### src/rtl/btn_event_decoder.sv
// btn_event_decoder
//   Turns the debounced button level into user-interface events: short press,
//   long press and double press, plus press/release edge strobes, a registered
//   copy of the level and a wrapping count of classified events.
//   All timing is in cycles of clk.
//
// Ports:
//   clk           in   system clock, rising edge
//   reset         in   synchronous active-high reset
//   db_in         in   debounced button level
//   enable        in   low holds the decoder idle and suppresses every strobe
//   press_pulse   out  one-cycle strobe on a debounced rising edge
//   release_pulse out  one-cycle strobe on a debounced falling edge
//   short_press   out  one-cycle strobe: single short press confirmed
//   long_press    out  one-cycle strobe: hold reached LONG_CNT cycles
//   double_press  out  one-cycle strobe: second press started inside the gap
//   held          out  registered copy of db_in
//   event_count   out  count of short/long/double events, wraps 255 -> 0
module btn_event_decoder #(
  parameter int LONG_CNT = 100_000_000,
  parameter int GAP_CNT  = 25_000_000,
  parameter int CNT_W    = 27
) (
  input  logic       clk,
  input  logic       reset,
  input  logic       db_in,
  input  logic       enable,
  output logic       press_pulse,
  output logic       release_pulse,
  output logic       short_press,
  output logic       long_press,
  output logic       double_press,
  output logic       held,
  output logic [7:0] event_count
);

  typedef enum logic [2:0] {
    S_IDLE,
    S_PRESS1,
    S_LONG_HOLD,
    S_WAIT2,
    S_WAIT_REL
  } state_t;

  localparam logic [CNT_W-1:0] LONG_LAST = CNT_W'(LONG_CNT - 1);
  localparam logic [CNT_W-1:0] GAP_LAST  = CNT_W'(GAP_CNT - 1);

  state_t           state_q, state_d;
  logic [CNT_W-1:0] cnt_q, cnt_d;
  logic             db_prev_q;
  logic             held_q;
  logic             press_q, press_d;
  logic             release_q, release_d;
  logic             short_q, short_d;
  logic             long_q, long_d;
  logic             double_q, double_d;
  logic [7:0]       event_count_q, event_count_d;

  logic rise;
  logic fall;

  // Edges are taken against the previous sampled level, which keeps tracking
  // db_in even while disabled so re-enabling mid-hold yields no false rise.
  assign rise = db_in & ~db_prev_q;
  assign fall = ~db_in & db_prev_q;

  always_comb begin
    state_d       = state_q;
    cnt_d         = cnt_q;
    short_d       = 1'b0;
    long_d        = 1'b0;
    double_d      = 1'b0;
    press_d       = rise & enable;
    release_d     = fall & enable;

    if (!enable) begin
      state_d = S_IDLE;
      cnt_d   = '0;
    end else begin
      unique case (state_q)
        S_IDLE: begin
          if (rise) begin
            state_d = S_PRESS1;
            cnt_d   = '0;
          end
        end
        S_PRESS1: begin
          // A release on the very last hold cycle still counts as short.
          if (fall) begin
            state_d = S_WAIT2;
            cnt_d   = '0;
          end else if (cnt_q == LONG_LAST) begin
            long_d  = 1'b1;
            state_d = S_LONG_HOLD;
          end else begin
            cnt_d = cnt_q + 1'b1;
          end
        end
        S_LONG_HOLD: begin
          if (fall) state_d = S_IDLE;
        end
        S_WAIT2: begin
          // A re-press on the last gap cycle still counts as double.
          if (rise) begin
            double_d = 1'b1;
            state_d  = S_WAIT_REL;
          end else if (cnt_q == GAP_LAST) begin
            short_d = 1'b1;
            state_d = S_IDLE;
          end else begin
            cnt_d = cnt_q + 1'b1;
          end
        end
        S_WAIT_REL: begin
          if (fall) state_d = S_IDLE;
        end
        default: begin
          state_d = S_IDLE;
          cnt_d   = '0;
        end
      endcase
    end

    event_count_d = event_count_q + {7'd0, short_d | long_d | double_d};
  end

  always_ff @(posedge clk) begin
    if (reset) begin
      state_q       <= S_IDLE;
      cnt_q         <= '0;
      db_prev_q     <= 1'b0;
      held_q        <= 1'b0;
      press_q       <= 1'b0;
      release_q     <= 1'b0;
      short_q       <= 1'b0;
      long_q        <= 1'b0;
      double_q      <= 1'b0;
      event_count_q <= 8'd0;
    end else begin
      state_q       <= state_d;
      cnt_q         <= cnt_d;
      db_prev_q     <= db_in;
      held_q        <= db_in;
      press_q       <= press_d;
      release_q     <= release_d;
      short_q       <= short_d;
      long_q        <= long_d;
      double_q      <= double_d;
      event_count_q <= event_count_d;
    end
  end

  assign press_pulse   = press_q;
  assign release_pulse = release_q;
  assign short_press   = short_q;
  assign long_press    = long_q;
  assign double_press  = double_q;
  assign held          = held_q;
  assign event_count   = event_count_q;

endmodule

### config.mk
export PLATFORM = sky130hd
export DESIGN_NAME = btn_event_decoder
export DESIGN_NICKNAME = d
export VERILOG_FILES = /design/src/rtl/btn_event_decoder.sv
export SDC_FILE = /design/constraint.sdc
export NUM_CORES = 1
export LEC_CHECK = 0
export CORE_MARGIN = 3
export CORE_UTILIZATION = 58
export DETAILED_ROUTE_END_ITERATION = 6
export GPL_ROUTABILITY_DRIVEN = 0
export HOLD_SLACK_MARGIN = 0.02
export PLACE_DENSITY_LB_ADDON = 0.1
export SETUP_SLACK_MARGIN = 0.2
export SLEW_MARGIN = 5
export SYNTH_ARGS = -nofsm -noshare
export SYNTH_HDL_FRONTEND = slang
export SYNTH_SLANG_ARGS = --single-unit
### constraint.sdc
create_clock -name clk -period 3 [get_ports clk]
set_input_delay 0.9 -clock clk [delete_from_list [all_inputs] [get_ports clk]]
set_output_delay 0.9 -clock clk [all_outputs]
set_load 0.01 [all_outputs]
==> run summary <==
The number of H-tree branching levels came out at 2. The worst setup path is launched from a register. The share of cell area taken by muxes after synthesis came out at 0. The worst path in the final design needs a cycle of 2.598 ns, including I/O delays and setup.

The TritonCTS sink count came out at 44. Of the total synthesized cell area, the portion taken by XOR and XNOR cells is 0.02539. The number of global-route vias before repair is 2097. The net switching component of the power is 263.1 uW.

The share of total power dissipated in the clock network is 0.409. The x dimension of the die came out at 70.53 um. After global routing the overflow that remains totals 0.

The internal power summed over all cells came out at 894.5 uW. The depth of the worst hold-timing path is 1. The pre-CTS worst setup slack came out at -0.03971 ns.

Routed signal wires occupy layers up through met4. The share of the Yosys chip area taken by registers is 0.3648. The post-layout net count came out at 318. The async set or reset register ratio after synthesis is 0.

The ratio of total power to cell area came out at 417.1 nW/um^2. In the synthesized netlist, the number of instances is 293. The critical path start-end classification is reg2reg. The critical path runs through a total of 11 cells. In this design, the largest share of critical-path delay is due to simple AND/OR/NAND/NOR gates. Detailed routing placed a total of 416 um of wire on met3. Of the total power, combinational logic draws 0.082.

In the detailed route, the total length drawn on met2 is 2566 um. The maximum number of buffers from clock root to sink came out at 2. The synthesized area per cell is 8.242 um^2. After clock tree synthesis, the setup repair step added 0 buffers. The total track usage came out at 0.2429. The kind of capture point of the worst setup path is a register. The post-synth net total came out at 300. The non-filler instance count after layout came out at 360. The port buffer count came out at 17.

Across the run, the number of max-cap violations was 0. The static power due to leakage came out at 0.0009604 uW. Setup repair after global routing left no endpoint under its margin. The number of antenna violations at the first check in global routing is 0. The cell row count is 22. The number of buffers inserted during clock tree synthesis came out at 5.

The largest fanout of any net on the critical path came out at 6. The max-slew violation count is 0. The path depth of the worst reg2reg path came out at 11.

The post-synthesis register bit count came out at 44. The starting density of the core is 0.6311. The switching power share of the total came out at 0.2273. Of the available clock period, the critical path in the final layout requires 0.8659. The adder-cell area share of the yosys netlist is 0.01554. Among all flip-flop cells after synthesis, the most frequent one is dfxtp_1. The number of optimization iterations in the first detailed-route pass came out at 4. The detailed-placement wirelength estimate is 4002 um. After synthesis, the largest family of logic cells by area is simple AND/OR/NAND/NOR gates.

In the final routing, the length of wire on met1 measures 2606 um. The die is 70.53 um tall. The area growth from synthesis to layout came out at 14.92%. Synthesis instantiated 57 different standard cells from the library. The arrival time of the worst setup path is 2.80 ns.

The global-route wire length before repair came out at 10030 um. The share of total power dissipated in sequential elements is 0.509. The via density per instance is 6.294. The routed layout has 2266 vias. TritonCTS built the clock tree.

The root buffer cell chosen for the clock tree is clkbuf_8. The post-detailed-route DRC marker count is 0. The average routed wire per standard cell came out at 15.79 um. In the final layout, the share of cells above drive strength 1 is 0.1410. Across the VDD grid, the largest voltage drop is 0.0002727 V. The total length of routed wires is 5683 um.

The Yosys step of the flow raised 0 warnings. The highest clock rate came out at 384.9 MHz. Of all cell types, the one taking the most synthesized area is dfxtp_1. The signal on the critical path passes through or4b_4 > nor4_1 > nand4_1 > nand3_2 > o2111a_1 > ha_1 > nand2_1 > nor2_2 > nand2_1 > xor2_1 > nor2_1. The largest single stage delay on the critical path is 0.58 ns.

Ranked by total cell area, the synthesized netlist is headed by dfxtp_1 (36%), nor2_1 (5.4%), o211ai_1 (5.3%). The floorplan step defined a die boundary enclosing 4974 um^2. The number of top-level pins is 18. The number of buffer and inverter stages on the critical path is 0. The compound-cell area share of the yosys netlist is 0.2140. The cell with the most instances on the worst path is nand2_1. Of the total synthesized cell area, the portion taken by AND, OR, NAND and NOR gates is 0.3223. The synthesized design contains 0 enable-type register cells. The path type of the worst min-delay path is reg2reg. The post-route antenna net violation count came out at 0. For the pin with the worst max-slew slack, the measured transition is 0.5919 ns. Entering global routing, the biggest net connects 21 pins. For the final routed database, the setup TNS stands at 0 ns. The clock slew seen by the registers of the worst setup and hold paths is 0.08 ns. The relative max-transition margin came out at 0.6054. The core region area is 3826 um^2. Across the routed clock network, the largest skew measured is 0.009694 ns. The required time reported for the critical path endpoint came out at 3.20 ns. The layout has 285 filler cells.

The number of resized instances in the post-cts repair step came out at 0. The post-synthesis cell area came out at 2415 um^2. The number of antenna diodes came out at 0. The final number of hold-violating endpoints is 0.

The setup-violating endpoint count in the final report came out at 0. In the post-route analysis, the smallest setup slack over all paths is 0.4022 ns. The run finished with clean final reports.

The clock latency on the worst-skew pair came out at 0.30 ns. The DRC violation total after the first TritonRoute iteration is 199. The post-placement cell count is 352. The largest individual stage delay along the critical path comes from the cell or4b_4.

The share of synthesized area in the top cell type comes to 0.3648. The hold buffer count at CTS came out at 0.
==> cells in the final DEF (no fill, tap or decap), drive strengths merged, types with 4 or more instances in the layout <==
cell	synthesis	final
o21ai	10	10
o22ai	7	7
nor2	35	35
o211ai	17	17
nand4	8	8
nand2	28	28
buf	7	15
dfxtp	44	44
a21oi	14	14
o41ai	9	9
or3	8	8
nor2b	4	4
nor4	5	5
and3	8	8
and2	4	4
a31oi	6	6
xor2	4	4
clkbuf	14	6
nand3	20	20
clkdlybuf4s50	0	16
==> cells in the mapped netlist, types with 3 or more instances <==
cell      count
o41ai_1       9
nand3_1      19
or3_1         5
o31ai_1       3
and2_1        4
nor2_1       35
dfxtp_1      44
a31oi_1       5
nor3_1        3
nor4_1        3
a21oi_1      13
and3_1        7
ha_1          3
buf_6         3
clkbuf_1     12
o21ai_1       8
xor2_1        4
o22ai_1       6
nand2b_1      3
inv_1         3
o211ai_1     17
or3_2         3
nand2_1      28
nor2b_1       4
nand4_1       8
xnor2_1       3
==> final timing paths <==
path | startpoint | endpoint | slack [ns]
worst min register to register | cnt_q[16]$_SDFFE_PP0P_ | cnt_q[16]$_SDFFE_PP0P_ | 0.52
worst max register to register | cnt_q[6]$_SDFFE_PP0P_ | event_count[7]$_SDFF_PP0_ | 0.40
worst max-delay path | cnt_q[6]$_SDFFE_PP0P_ | event_count[7]$_SDFF_PP0_ | 0.40
worst min-delay path | cnt_q[16]$_SDFFE_PP0P_ | cnt_q[16]$_SDFFE_PP0P_ | 0.52
==> power groups by stage <==
| stage | combinational [uW] | clock (uW) | sequential [uW] |
|---|---|---|---|
| CTS | 92.8 | 482 | 589 |
| global placement | 91.6 | 0 | 603 |
| detailed placement | 91.7 | 0 | 603 |
| global route | 103 | 503 | 590 |
| floorplan | 62.5 | 0 | 603 |
| finish | 94.4 | 474 | 589 |
==> sequential cells by signal (all words and copies together), names as in the netlist <==
| name | flops |
|---|---|
| event_count | 8 |
| held | 1 |
| press_pulse | 1 |
| short_press | 1 |
| cnt_q | 27 |
| double_press | 1 |
| long_press | 1 |
| release_pulse | 1 |
| state_q | 3 |
==> routing by layer <==
| metal | vias up | track usage |
|---|---|---|
| met5 | - | 0 |
| met4 | 0 | 0.06383 |
| met3 | 12 | 0.05036 |
| met2 | 87 | 0.3680 |
| met1 | 1046 | 0.3504 |
| li1 | 1121 | - |
==> worst register-to-register path, stage by stage (launching register included) <==
cell and delay, ns:
dfxtp_1 0.37, or4b_4 0.58, nor4_1 0.37, nand4_1 0.20, nand3_2 0.12, o2111a_1 0.22, ha_1 0.18, nand2_1 0.07
nor2_2 0.11, nand2_1 0.08, xor2_1 0.14, nor2_1 0.05
==> final cells by class <==
type	count	area, um^2	share of cell area
multi-input cells	225	1415	0.5099
inverters	3	11.26	0.004058
clock buffers	6	82.58	0.02976
repair buffers	32	285.3	0.1028
clock inverters	2	38.79	0.01398
well taps	48	60.06	0.02164
flip-flops and latches	44	882.1	0.3179
==> cells by family after synthesis <==
kind of cell | after synthesis
XOR/XNOR | 7
AO/OA/AOI/OAI | 73
buffers and inverters | 24
AND/OR/NAND/NOR | 142
adder cells (fa/ha/maj) | 3
flip-flops | 44
==> metrics by stage <==
| stage | utilization | hold slack (ns) | power (uW) | instance area (um^2) |
|---|---|---|---|---|
| after floorplan | - | 0.4625 | 665.4 | 2415 |
| after detailed placement | 0.6877 | 0.5052 | 694.3 | 2631 |
| after global placement | 0.6877 | 0.4881 | 694.2 | 2631 |
| final | 0.7253 | 0.5213 | 1158 | 2775 |
| after CTS | 0.7194 | 0.5192 | 1164 | 2753 |
| after global routing | 0.7253 | 0.5502 | 1196 | 2775 |
Power figures use the tool's default switching activity.
